==> src/rtl/lc3_wb_pkg.sv <==
// lc3_wb_pkg: shared widths and entry type for the LC-3 register-file writeback path
package lc3_wb_pkg;
  localparam int DATA_W = 16;
  localparam int REG_AW = 3;
  typedef struct packed {
    logic [REG_AW-1:0] dr;
    logic [DATA_W-1:0] data;
  } wb_entry_t;
endpackage

==> src/rtl/wb_fifo.sv <==
// wb_fifo: circular buffer of pending writes, exposing entries oldest-first with a valid mask
module wb_fifo
  import lc3_wb_pkg::*;
#(
  parameter int DEPTH = 4
) (
  input  logic                     Clk,
  input  logic                     Reset_n,
  input  logic                     push,
  input  logic                     pop,
  input  wb_entry_t                din,
  output wb_entry_t                ents [DEPTH],
  output logic [DEPTH-1:0]         valid,
  output logic [$clog2(DEPTH):0]   count,
  output logic                     full,
  output logic                     empty
);
  localparam int AW = $clog2(DEPTH);
  wb_entry_t mem [DEPTH];
  logic [AW:0] rd_ptr, wr_ptr;
  assign count = wr_ptr - rd_ptr;
  assign full  = count == (AW+1)'(DEPTH);
  assign empty = count == '0;
  always_ff @(posedge Clk or negedge Reset_n)
    if (!Reset_n) begin
      rd_ptr <= '0;
      wr_ptr <= '0;
    end else begin
      if (push) wr_ptr <= wr_ptr + (AW+1)'(1);
      if (pop) rd_ptr <= rd_ptr + (AW+1)'(1);
    end
  always_ff @(posedge Clk)
    if (push) mem[wr_ptr[AW-1:0]] <= din;
  // Slot g is the g-th oldest entry; index arithmetic wraps because DEPTH is a power of two
  for (genvar g = 0; g < DEPTH; g++) begin : g_view
    assign ents[g]  = mem[AW'(rd_ptr[AW-1:0] + AW'(g))];
    assign valid[g] = (AW+1)'(g) < count;
  end
endmodule

==> src/rtl/reg_writeback_queue.sv <==
// reg_writeback_queue: buffers register writes, retires one per clock and forwards pending values to decode
module reg_writeback_queue
  import lc3_wb_pkg::*;
#(
  parameter int DEPTH = 4
) (
  input  logic                   Clk,
  input  logic                   Reset_n,
  input  logic                   wb_valid,
  output logic                   wb_ready,
  input  logic [REG_AW-1:0]      wb_dr,
  input  logic [DATA_W-1:0]      wb_data,
  input  logic                   hold,
  output logic                   LD_REG,
  output logic [REG_AW-1:0]      DR,
  output logic [DATA_W-1:0]      Data_In,
  input  logic [REG_AW-1:0]      SR1,
  input  logic [REG_AW-1:0]      SR2,
  output logic                   SR1_hit,
  output logic [DATA_W-1:0]      SR1_fwd,
  output logic                   SR2_hit,
  output logic [DATA_W-1:0]      SR2_fwd,
  output logic [$clog2(DEPTH):0] count
);
  wb_entry_t ents [DEPTH];
  logic [DEPTH-1:0] valid;
  logic full, empty;
  wb_fifo #(.DEPTH(DEPTH)) u_fifo (
    .Clk(Clk), .Reset_n(Reset_n),
    .push(wb_valid & wb_ready), .pop(LD_REG),
    .din('{dr: wb_dr, data: wb_data}),
    .ents(ents), .valid(valid), .count(count), .full(full), .empty(empty)
  );
  assign wb_ready = !full;
  assign LD_REG   = !empty & !hold;
  assign DR       = LD_REG ? ents[0].dr : '0;
  assign Data_In  = LD_REG ? ents[0].data : '0;
  // Scan oldest to youngest so the last match wins
  always_comb begin
    SR1_hit = 1'b0;
    SR1_fwd = '0;
    SR2_hit = 1'b0;
    SR2_fwd = '0;
    for (int i = 0; i < DEPTH; i++) begin
      if (valid[i] && ents[i].dr == SR1) begin
        SR1_hit = 1'b1;
        SR1_fwd = ents[i].data;
      end
      if (valid[i] && ents[i].dr == SR2) begin
        SR2_hit = 1'b1;
        SR2_fwd = ents[i].data;
      end
    end
  end
endmodule

==> config.mk <==
export PLATFORM = sky130hd
export DESIGN_NAME = reg_writeback_queue
export DESIGN_NICKNAME = d
export VERILOG_FILES = /design/src/rtl/lc3_wb_pkg.sv /design/src/rtl/wb_fifo.sv /design/src/rtl/reg_writeback_queue.sv
export SDC_FILE = /design/constraint.sdc
export NUM_CORES = 1
export LEC_CHECK = 0
export ABC_AREA = 1
export BUFFER_PORTS_ARGS = -buffer_cell sky130_fd_sc_hd__buf_4
export CAP_MARGIN = 5
export CORE_ASPECT_RATIO = 0.6
export CORE_MARGIN = 5
export CORE_UTILIZATION = 50
export CTS_BUF_LIST = sky130_fd_sc_hd__clkbuf_4
export CTS_CLUSTER_DIAMETER = 120
export CTS_CLUSTER_SIZE = 25
export DETAILED_ROUTE_END_ITERATION = 7
export PLACE_DENSITY = 0.78
export SLEW_MARGIN = 15
export SYNTH_ARGS = -nofsm -noshare
export SYNTH_HDL_FRONTEND = slang
export SYNTH_SLANG_ARGS = --single-unit
export TNS_END_PERCENT = 20
==> constraint.sdc <==
create_clock -name Clk -period 3.6 [get_ports Clk]
set_input_delay 0.36 -clock Clk [delete_from_list [all_inputs] [get_ports Clk]]
set_output_delay 0.36 -clock Clk [all_outputs]
set_load 0.005 [all_outputs]
Word-level counts from Yosys, hierarchy flattened
Memory sizes are Yosys's and may differ from the RTL's. Cells that the tools add are included.

Eq/ne operators: 9. Order comparisons: 4. Bitwise logic cells: 2. Add/subtract/negate cells: 6. Multiplexer cells: 20. Reduce and logical (&&, ||, !) cells: 12.

Operators with widths (count): 16-bit 2-to-1 mux (9); 3-bit == test (8); 1-bit 2-to-1 mux (10); 1-bit logical AND (8); 3-bit by 1-bit adder with 3-bit output (second input constant) (2); 1-bit by 3-bit less-than comparator with 1-bit output (first input constant) (2); 2-bit by 3-bit less-than comparator with 1-bit output (first input constant) (2); 2-bit adder (second input constant) (2); 3-bit == test (second input constant) (1); 1-bit logical NOT (3); 3-bit logical NOT (1); 3-bit 2-to-1 mux (1); 3-bit subtractor (1); 2-bit by 1-bit adder with 2-bit output (second input constant) (1); 1-bit bitwise AND (2).

Register bits after elaboration: 6. RAM bits: 76. Output and inout port bits: 58. Memories kept: 1. Bits of input ports: 29. Word-level logic and storage cells: 56.

Memories: u_fifo.mem (depth 4, width 19, read ports 4, clocked after Yosys merged registers in 0, write ports 1, RTL line wb_fifo.sv:19) `wb_entry_t mem [DEPTH];`.

Logic depth before layout (Yosys ltp)
Word-level depth: 7. Depth in mapped cells: 15. Mapped depth without buffers: 14.

Hierarchy
From an unflattened synthesis, not the netlist that was laid out.

Cells, all modules: 997. Area total of the unflattened synthesis: 6620.1 um^2.

Modules (own cells, without submodules): wb_fifo (sequential area each 2432.3 um^2, cells an instance 514, times used 1, area each 4471.8 um^2); reg_writeback_queue (sequential area each 0.0 um^2, cells an instance 483, times used 1, area each 2148.3 um^2).

Worst setup path after synthesis
No wires, ideal clock.

Path kind: reg2reg. Start: reg u_fifo.rd_ptr[0]. End: mem u_fifo.mem[3][0] in the netlist's numbering, enable pin. Arrival: 2.453 ns. Library setup time: 0.397 ns. Clock period less this slack: 2.851 ns. Buffers on the path: 0. Data required time: 3.203 ns. Slack: 0.749 ns. Cell stages (with the launch flop): 8. Cells stage by stage: dfrtp_1 -> ha_1 -> fa_1 -> nand3_1 -> nand2_1 -> nand2_1 -> nand2_1 -> nor2_1.

Word-level cells in the longest chain between the ends: 6.

RTL lines: from (decl) (RTL line wb_fifo.sv:20) `logic [AW:0] rd_ptr, wr_ptr;`; from (signal assigned) (RTL line wb_fifo.sv:30) `if (pop) rd_ptr <= rd_ptr + (AW+1)'(1);`; 3-bit subtractor (RTL line wb_fifo.sv:21) `assign count = wr_ptr - rd_ptr;`; via count[2] (RTL line reg_writeback_queue.sv:23) `output logic [$clog2(DEPTH):0] count`; 3-bit == test (RTL line wb_fifo.sv:22) `assign full = count == (AW+1)'(DEPTH);`; 1-bit logical NOT (RTL line reg_writeback_queue.sv:34) `assign wb_ready = !full;`; via wb_ready (RTL line reg_writeback_queue.sv:10) `output logic wb_ready,`; 1-bit bitwise AND (RTL line reg_writeback_queue.sv:30) `.push(wb_valid & wb_ready), .pop(LD_REG),`; 1-bit 2-to-1 mux (RTL line wb_fifo.sv:33) `if (push) mem[wr_ptr[AW-1:0]] <= din;`; 1-bit 2-to-1 mux (not written as such) (RTL line wb_fifo.sv:33); to (decl) (RTL line wb_fifo.sv:19).

The timed path passes the listed nets, and every way through them passes these cells.

Worst setup path in the final report
Start: reg u_fifo.wr_ptr[0]. End: out SR2_fwd[15].

Word-level cells in the longest chain between the ends: 7. Elaborated cells on any way between the ends: 13. Classes of those cells: 1 x add/sub; 4 x order compare; 4 x mux; 4 x reduce/logical.

RTL lines: from (decl) (RTL line wb_fifo.sv:20); from (signal assigned) (RTL line wb_fifo.sv:29) `if (push) wr_ptr <= wr_ptr + (AW+1)'(1);`; 3-bit subtractor (*) (RTL line wb_fifo.sv:21); 1-bit by 3-bit less-than comparator with 1-bit output (RTL line wb_fifo.sv:37) `assign valid[g] = (AW+1)'(g) < count;`; 1-bit logical AND (RTL line reg_writeback_queue.sv:49) `if (valid[i] && ents[i].dr == SR2) begin`; 16-bit 2-to-1 mux (3 in series) (RTL line reg_writeback_queue.sv:49); 16-bit 2-to-1 mux (*) (RTL line reg_writeback_queue.sv:49); to (decl) (RTL line reg_writeback_queue.sv:22) `output logic [DATA_W-1:0] SR2_fwd,`.

Every way passes the cells marked *; elsewhere a longest branch is shown, timed or not.

==> impl_metrics.csv <==
group,metric,value,unit
status,status,"finished clean",
grt,grt.overflow.total,0,
route,drc,0,
critical_path,critPathMaxFanout,17,
die,dieArea,0.0167,mm^2
timing,max_freq,299,MHz
timing,fin_tns_setup,0,ns
logic_synthesis,synth_top_family_by_area,"simple AND/OR/NAND/NOR gates",
timing,setup_violations,0,
logic_synthesis,synth.top_cell.area_share,32.3,%
logic_synthesis,async_flop_share,7.32,%
cells_and_area,final_core_util,58.1,%
cells_and_area,drive_gt1_share,20.1,%
critical_path,critPathSlowestCell,"dfrtp_1",
flow_run,maxCapViolCount,0,
die,placementRows,33,
timing,hold_viol,0,
logic_synthesis,syn_area_per_cell,6.86,um^2
timing,slew_violations,0,
grt,grt_pass1_vias,5617,
route,post_drt_wl_per_cell,15.9,um
critical_path,crit_type,"flip-flop to output port",
cells_and_area,diodes,0,
route,first_pass_iters,5,
placement,gp_routability_congestion,0.948,
critical_path,path_buf_inv,3,
grt,antenna_found_initial,0,
die,fp.dieH,102,um
min_path,hold_class,"input port to flip-flop",
timing,tightestPinTransition,0.742,ns
placement,place_inst,1270,
route,vias,6802,
route,antenna_left,0,
logic_synthesis,synth_cells,1029,
logic_synthesis,ys_types,34,
route,wl,20600,um
clock_network,cts_sinks,82,
critical_path,critPathMaxStageDelay,0.40,ns
clock_network,clock_path_buffers,2,
logic_synthesis,synth-xor-area-share,1.10,%
cells_and_area,fin_nets,1131,
critical_path,crit_top_cell,"nand2_1",
logic_synthesis,synth_nets,1065,
grt,grt_pass1_wl,31400,um
clock_network,clk_pin_slew,0.12,ns
cells_and_area,syn2layout_area_growth,13.2,%
die,die_w,163,um
timing,rsz0062_at_grt,"no",
cells_and_area,final_cells,1291,
timing,maxSlewHeadroom,50.0,%
critical_path,crit_chain,"inv_1 -> ha_1 -> fa_1 -> nand3_1 -> nand2_1 -> a21oi_2 -> nor2_4 -> nand2_4 -> nand2_1 -> inv_1 -> nand2_1 -> a21oi_1 -> buf_4",
critical_path,cp-start-kind,"flip-flop",
timing,fin_skew,0.0230,ns
clock_network,cts_tree,"built",
clock_network,cts_max_level,3,
logic_synthesis,synth_top_flop_cell,"edfxtp_1",
placement,hpwl,16200,um
placement,io_buffers,86,
grt,track_usage,24.5,%
cells_and_area,postLayoutCellArea,0.00800,mm^2
clock_network,cts_buffers,9,
route,drt_iter0_drc,807,
logic_synthesis,ys_top_cells_by_area,"edfxtp_1 (32%), nand2_1 (18%), nand3_1 (7.2%)",
timing,min_period_over_period,93.0,%
critical_path,worst_setup_path_end_kind,"output port",
critical_path,cp_top_family,"simple AND/OR/NAND/NOR gates",
logic_synthesis,synth_compound_area_share,11.3,%
critical_path,crit_arrival,2.99,ns
logic_synthesis,yosysWarnings,0,
logic_synthesis,synthMuxAreaShare,0,%
die,core_area,0.0137,mm^2
logic_synthesis,yosysSeqAreaShare,34.4,%
logic_synthesis,synth_top_area_cell,"edfxtp_1",
critical_path,required,3.24,ns
logic_synthesis,synth_edf_count,76,
die,initial_utilization,51.4,%
logic_synthesis,syn_area,0.00706,mm^2
logic_synthesis,yosys.area_share.simple,39.8,%
grt,grt_max_degree,79,
route,vias_per_cell,5.27,
clock_network,root_buffer,"clkbuf_4",
timing,fin_crit,3.35,ns
placement,placed_area,0.00776,mm^2
logic_synthesis,synth-adder-area-share,1.35,%
logic_synthesis,synth_seq_cells,82,
die,ios,87,
clock_network,clock_latency,0.41,ns
[synthesized netlist by cell type (10+ instances only)]
library cell    n
nand2_1       342
inv_1         132
nand3_1       101
o21ai_0        86
edfxtp_1       76
nor2_1         48
or2_2          35
o21ai_1        18
nand3_2        16
nand3b_1       16
clkbuf_1       15
o21a_1         15
buf_2          14
nand2_2        14
or2_0          11
a21oi_2        10
buf_4          10
buf_6          10
[metal layers]
metal,track usage (%),wire length (um),up-vias
li1,-,-,3405
met1,42.0,10200,2954
met2,28.7,7010,432
met3,7.74,3200,11
met4,4.06,114,0
met5,0,0,-
[flip-flops by register name, indices dropped and copies added (netlist names)]
register       flops
u_fifo.mem        76
u_fifo.rd_ptr      3
u_fifo.wr_ptr      3
[stage by stage]
stage	hold slack [ns]	setup slack, ns
final	0.148	0.253
after global routing	0.118	0.00336
after CTS	0.118	0.166
after detailed placement	0.172	0.652
after global placement	0.172	0.705
after floorplan	0.0644	0.749
[placed cells by master, fill, tap and decap left out, drive strengths merged]
master | Yosys | final
nand2 | 360 | 360
dlygate4sd3 | 0 | 1
bufinv | 0 | 2
xor2 | 8 | 8
clkbuf | 15 | 13
nand3b | 16 | 16
fa | 1 | 1
o21a | 15 | 15
ha | 6 | 6
and2 | 1 | 1
nand4 | 2 | 2
clkinv | 0 | 1
inv | 137 | 137
o2111ai | 1 | 1
nor2 | 58 | 58
nand3 | 117 | 117
dfrtp | 6 | 6
buf | 39 | 107
o21ai | 105 | 105
a21oi | 20 | 20
edfxtp | 76 | 76
or2 | 46 | 46
[cell families after synthesis]
group	Yosys count
xor gates and xnor gates	8
and+or+nand+nor	600
DFF	82
adders and majority gates	7
buffers and inverters	191
AOI/OAI and AO/OA	141
[what timing repair did]
action                                  4_1_cts  5_1_grt
endpoints found under the setup margin        0       24
endpoints found under the hold margin         6        0
gates resized for setup                       0        6
hold buffers                                  1        0
buffers inserted                              0        5
[worst paths after layout]
| kind | startpoint | end | slack, ns | cells after the start |
|---|---|---|---|---|
| max | u_fifo.wr_ptr[0] | SR2_fwd[15] | 0.25 | 13 |
| min | wb_dr[2] | u_fifo.mem[2][18] | 0.15 | 1 |
| max reg2reg | u_fifo.wr_ptr[0] | u_fifo.rd_ptr[2] | 0.93 | 10 |
| min reg2reg | u_fifo.wr_ptr[2] | u_fifo.wr_ptr[2] | 0.55 | 1 |
| max in group asynchronous | Reset_n | u_fifo.wr_ptr[2] | 3.20 | 2 |
| min in group asynchronous | Reset_n | u_fifo.rd_ptr[2] | 0.26 | 2 |
[final cells by class]
type / instances / area (um^2)
multi-input cells: 756 / 3780
clock inverters: 3 / 65.1
fillers: 1298 / 5750
repair buffers: 109 / 865
inverters: 137 / 519
well taps: 192 / 240
flip-flops and latches: 82 / 2430
clock buffers: 12 / 90.1
Power is left out: the tool's default activity adds up to more than one toggle a clock period on the data nets, which glitch-free logic cannot reach.
